===== src/rtl/pc_step_sequencer.sv =====
// pc_step_sequencer: debounced single-step / free-run front end owning the PC, halt flag and step counter
module pc_step_sequencer #(
  parameter int PC_W = 4,
  parameter int DEBOUNCE_CYCLES = 16,
  parameter int CNT_W = 8
) (
  input  logic            clk,
  input  logic            reset,
  input  logic            nextInstructionButton,
  input  logic            switch,
  input  logic            writePc,
  input  logic            jumpEnable,
  input  logic            aluZero,
  input  logic [PC_W-1:0] branchTarget,
  output logic            stepPulse,
  output logic [PC_W-1:0] pc,
  output logic            halted,
  output logic [CNT_W-1:0] stepCount
);
  localparam int DW = $clog2(DEBOUNCE_CYCLES);
  typedef enum logic [1:0] {IDLE, PRESS_DB, HELD, REL_DB} state_t;
  state_t state, state_n;
  logic btn_m, btn_s, sw_m, sw_s, db, req, halt_n, pulse_n;
  logic [DW-1:0] cnt;
  always_ff @(posedge clk or posedge reset) begin
    if (reset) begin
      {btn_m, btn_s, sw_m, sw_s} <= '0;
      db <= 1'b0;
      cnt <= '0;
      state <= IDLE;
    end else begin
      {btn_s, btn_m} <= {btn_m, nextInstructionButton};
      {sw_s, sw_m} <= {sw_m, switch};
      state <= state_n;
      cnt <= (btn_s == db || cnt == DW'(DEBOUNCE_CYCLES - 1)) ? '0 : cnt + 1'b1;
      db <= (btn_s != db && cnt == DW'(DEBOUNCE_CYCLES - 1)) ? ~db : db;
    end
  end
  // A request is issued in the single cycle PRESS_DB observes the debounced rise
  always_comb begin
    state_n = state;
    req = 1'b0;
    case (state)
      IDLE:     state_n = btn_s ? PRESS_DB : IDLE;
      PRESS_DB: begin
        req = db;
        state_n = db ? HELD : (btn_s ? PRESS_DB : IDLE);
      end
      HELD:     state_n = btn_s ? HELD : REL_DB;
      REL_DB:   state_n = !db ? IDLE : (btn_s ? HELD : REL_DB);
      default:  state_n = IDLE;
    endcase
  end
  // The halting step must also suppress the pulse that would follow it
  assign halt_n = halted | (stepPulse & ~writePc);
  assign pulse_n = ~halt_n & (sw_s | req);
  always_ff @(posedge clk or posedge reset) begin
    if (reset) begin
      stepPulse <= 1'b0;
      pc <= '0;
      halted <= 1'b0;
      stepCount <= '0;
    end else begin
      stepPulse <= pulse_n;
      halted <= halt_n;
      if (stepPulse && writePc) begin
        pc <= (jumpEnable && aluZero) ? branchTarget : pc + 1'b1;
        stepCount <= (stepCount == '1) ? stepCount : stepCount + 1'b1;
      end
    end
  end
endmodule

===== config.mk =====
export PLATFORM = sky130hd
export DESIGN_NAME = pc_step_sequencer
export DESIGN_NICKNAME = d
export VERILOG_FILES = /design/src/rtl/pc_step_sequencer.sv
export SDC_FILE = /design/constraint.sdc
export NUM_CORES = 1
export LEC_CHECK = 0
export ABC_AREA = 0
export ABC_CLOCK_PERIOD_IN_PS = 1500
export BUFFER_PORTS_ARGS = -buffer_cell sky130_fd_sc_hd__buf_4
export CORE_MARGIN = 2
export CORE_UTILIZATION = 53
export CTS_CLUSTER_DIAMETER = 80
export DETAILED_ROUTE_END_ITERATION = 8
export HOLD_SLACK_MARGIN = 0.05
export PLACE_DENSITY = 0.81
export SKIP_LAST_GASP = 1
export SLEW_MARGIN = 20
export SYNTH_ARGS = -nofsm -noshare
export SYNTH_HDL_FRONTEND = slang
export SYNTH_SLANG_ARGS = --single-unit

===== constraint.sdc =====
create_clock -name clk -period 1.5 [get_ports clk]
set_input_delay 0.15 -clock clk [delete_from_list [all_inputs] [get_ports clk]]
set_output_delay 0.15 -clock clk [all_outputs]
set_load 0.01 [all_outputs]

# Word level (Yosys, flattened, before mapping)
# Cells that the tools add are included.
dict set report word_totals {
  input_bits 11
  register_bits 25
}
dict set report classes {
  n_bitwise 8
  n_mux 8
  add_sub_neg 3
  reduce_logical 6
  n_eq_ne 7
}
# op n
set ops {}
lappend ops {{$add 4x1->4 const B} 2}
lappend ops {{$add 8x1->8 const B} 1}
lappend ops {{$eq 8x8->1 const B} 1}
lappend ops {{$mux 4} 2}
lappend ops {{$pmux 2 s4} 1}
lappend ops {{$eq 2x2->1 const B} 2}
lappend ops {{$eq 4x4->1 const B} 1}
lappend ops {{$mux 2} 2}
lappend ops {{$not 1->1} 4}
lappend ops {{$logic_and 1x1->1} 3}
lappend ops {{$mux 1} 3}
lappend ops {{$and 1x1->1} 2}
lappend ops {{$eq 2x1->1 const B} 1}
lappend ops {{$logic_not 2->1} 1}
lappend ops {{$or 1x1->1} 2}
lappend ops {{$reduce_and 2->1} 1}
lappend ops {{$eq 1x1->1} 1}
lappend ops {{$logic_or 1x1->1} 1}
lappend ops {{$ne 1x1->1} 1}

# Depth between registers and ports, before layout
dict set report depth {
  word_depth 5
  mapped_depth 4
}

# Worst setup path after synthesis
# Ideal clock, no wire load.
dict set report synth_path {
  path_kind {register to register}
  startpoint {register stepCount[0]}
  endpoint {register stepCount[6]}
  arrival_time_ns 1.324
  slack_ns 0.048
  synth_period_minus_slack_ns 1.452
  stages_incl_launch_ff 5
  setup_ns 0.128
  required_ns 1.372
  path_cell_list {dfrtp_1 ha_1 nand3_2 nor3_1 mux2_1}
}
dict set report synth_between {
  elab_chain_len 3
}
# element line_no
set synth_rtl {}
lappend synth_rtl {{start, declared} 18} ;# output logic [CNT_W-1:0] stepCount
lappend synth_rtl {{start signal, assigned} 68} ;# stepCount <= (stepCount == '1) ? stepCount : stepCount + 1'b1;
lappend synth_rtl {{branches (longest 3 deep; another with $add 8x1->8)} --}
# Parallel ways; which one is timed is not known.
# A chain may end at the register's enable or synchronous reset.

# Worst setup path in the final report
dict set report layout_path {
  startpoint {register stepCount[1]}
  endpoint {register stepCount[6]}
}
# The elaborated chain is that of the path after synthesis.

==> qor.csv <==
stage,metric,value,unit
cts,cts_sinks,25,
timing,slew_headroom,0.784,
cts,cts_resized,0,
worst_setup_path,path_cells,ha_1 -> nand3_2 -> nor3_1 -> mux2_1,
routing,dr_wl_met2,1.14,mm
worst_setup_path,start_kind,register,
cts,clk_pin_slew,0.12,ns
global_route,grt_usage,0.192,
timing,finalWorstSetupSlack,0.0948,ns
timing,final_hold_viol_count,0,
die,core,2170,sq um
die,die_h,51.5,um
global_route,grt-ovfl-total,0,
logic_synthesis,synth_cells,105,
cells_and_area,syn2layout_area_growth,23.2,%
timing,max_freq,0.712,GHz
routing,routed_wl,2.23,mm
logic_synthesis,synth_edf_count,0,
routing,wl_met1,917,um
logic_synthesis,yosysTopAreaCell,dfrtp_1,
power,ir_drop,0.628,mV
timing,fin_crit_sh,0.937,
cells_and_area,nNetsFinal,154,
routing,vias,913,
timing,tns,0,ns
min_path,hold_start,branchTarget[0],
routing,via_per_inst,5.53,
power,finalPower,1.85,mW
timing,clock_skew,0.00400,ns
cts,cts_made_buffers,3,
run,cap_viol_max_count,0,
logic_synthesis,syn_avg_cell_area,11.4,sq um
logic_synthesis,yosysWarnings,0,
worst_setup_path,cp-startpoint,stepCount[1]$_DFFE_PP0P_,
logic_synthesis,ys_top_cells_by_area,"dfrtp_1 52%, ha_1 5.2%, a21oi_1 3.3%",
logic_synthesis,ys_async_sr_fraction,1.00,
global_route,grt_pass1_wl,3.71,mm
logic_synthesis,synthTopCellsByCount,"25 x dfrtp_1, 8 x a21oi_1, 8 x nand2_1, 7 x inv_1, 5 x ha_1",
worst_setup_path,cp_max_fo,5,
cts,insertion_delay,0.31,ns
cts,hold_buffers,3,
placed_design,post-place-ws,0.118,ns
cts,cts_tree,yes,
timing,grt_setup_unrepaired,no,
cells_and_area,instances_no_fill,165,
timing,hold_ws,0.0990,ns
worst_setup_path,critPathTopFamily,flip-flops,
worst_setup_path,slowest_delay,0.38,ns
worst_setup_path,crit_arrival,1.61,ns
worst_setup_path,end_kind,register,
die,pin_count,25,
routing,maxUsedRoutingLayer,met4,
routing,met3WireLength,123,um
worst_setup_path,cp_num_buf_inv,0,
routing,drcViolationCount,0,
timing,final_max_slew_viol_count,0,
routing,ant_nets,0,
routing,drt-wirelength-per-cell,13.5,um
logic_synthesis,synthFlopType,dfrtp_1,
cells_and_area,antennaDiodeCount,0,
worst_setup_path,cpMaxStageDelayCell,dfrtp_1,
logic_synthesis,synth_nets,121,
timing,fin_crit,1.41,ns
cts,htreeDepth,1,
placed_design,place.gp.congestion,0.791,
worst_setup_path,rr_startpoint,stepCount[1]$_DFFE_PP0P_,
status,status,"finished, final reports clean",
timing,setup_viol,0,
cts,post_cts_buffers,0,
timing,worst_pin_slew,0.319,ns
global_route,grt_pass1_vias,873,
cells_and_area,final_layout_size_suffix_gt1_frac,0.263,
power,p_per_area,1260,nW/um^2
routing,drtPass1Iterations,4,
logic_synthesis,yosysSeqAreaShare,0.522,
logic_synthesis,synth_top_area_share,0.522,
placed_design,dp.cells,158,
worst_setup_path,cp.required,1.70,ns
die,num_rows,17,
power,p_leak,0.713,nW
placed_design,hpwlAfterDp,1.64,mm
die,die_area,2660,sq um
logic_synthesis,synth.cell_area,1200,sq um
logic_synthesis,yosys.cell_count.top_type,dfrtp_1,
die,die_w,51.5,um
min_path,hold_class,primary input to register,
worst_setup_path,timing_worst_setup_path_type,register to register,
logic_synthesis,yosysUniqueCellTypes,37,
logic_synthesis,yosys_register_bits,25,
routing,drtIter0Drc,6,
global_route,antenna_found_initial,0,
placed_design,port_buffers,24,
die,start_util,0.552,
cts,clock-root-buffer,clkbuf_4,
global_route,grt_max_degree,26,
cts,cts_max_path_buffers,2,
[worst paths after layout]
path,endpoint,slack (ns),depth (start not counted)
min in group asynchronous,pc[2]$_DFFE_PP0P_,0.43,4
setup reg to reg,stepCount[6]$_DFFE_PP0P_,0.09,4
setup / recovery,stepCount[6]$_DFFE_PP0P_,0.09,4
max in group asynchronous,pc[0]$_DFFE_PP0P_,0.83,4
hold reg to reg,sw_s$_DFF_PP0_,0.37,0
hold / removal,pc[0]$_DFFE_PP0P_,0.1,3
[through the flow]
stage	area (sq um)	util
CTS	1480	0.680
floorplan	1200	-
detailed placement	1420	0.654
finish	1480	0.680
global route	1480	0.680
global placement	1420	0.654
[worst min-delay path: cells and delay by family]
family | cells | cell delay [ns]
compound gates | 1 | 0.09
buf+inv | 1 | 0.08
simple gates | 1 | 0.05
[registers in the layout, indices dropped and copies added, names as in the netlist, named ones only]
name and count:
stepCount 8, cnt 4, pc 4, btn_m 1, btn_s 1, db 1, halted 1, state 1
stepPulse 1, sw_m 1, sw_s 1
[final cells by class]
class / count / area (sq um)
fill: 175 / 694
inverter: 7 / 26.3
sequential: 25 / 626
timing repair buffer: 30 / 233
clock buffer: 4 / 26.3
multi-input combinational: 71 / 529
tap: 28 / 35.0
[routing by layer]
metal / GRT usage / vias up
met5: 0 / -
met4: 0.123 / 0
met3: 0.0431 / 8
met2: 0.318 / 36
met1: 0.225 / 427
li1: - / 442
[cell usage in the layout, fill, tap and decap left out, types with 2 or more instances in the layout]
cell	synthesis	routed
nand3_2	2	2
a21oi_1	8	8
nand2_1	8	8
a22oi_1	2	2
xnor2_1	4	4
and2_1	2	2
nor2_1	4	4
and4_1	2	2
dlygate4sd3_1	0	3
inv_1	7	7
and3_1	2	2
nor3_1	2	2
dfrtp_1	25	25
ha_1	5	5
buf_4	0	27
o21ai_0	2	2
clkbuf_4	0	3
mux2_1	3	3
o21ai_1	3	3
mux2i_1	3	3
nand3_1	2	2
[power by group]
part           internal, mW  switching (mW)
combinational         0.335           0.294
clock                 0.104           0.184
sequential            0.798           0.140
[cells by family (layout without fill, tap and decap cells)]
logic type	count (synthesis)	in the layout	synth area share
AO/OA/AOI/OAI	23	23	0.124
flip-flops	25	25	0.522
buffers and inverters	9	41	0.0355
multiplexers	7	7	0.0658
XOR/XNOR	5	5	0.0366
adder cells (fa/ha/maj)	5	5	0.0522
AND/OR/NAND/NOR	31	31	0.163
(Power assumes the default switching activity.)
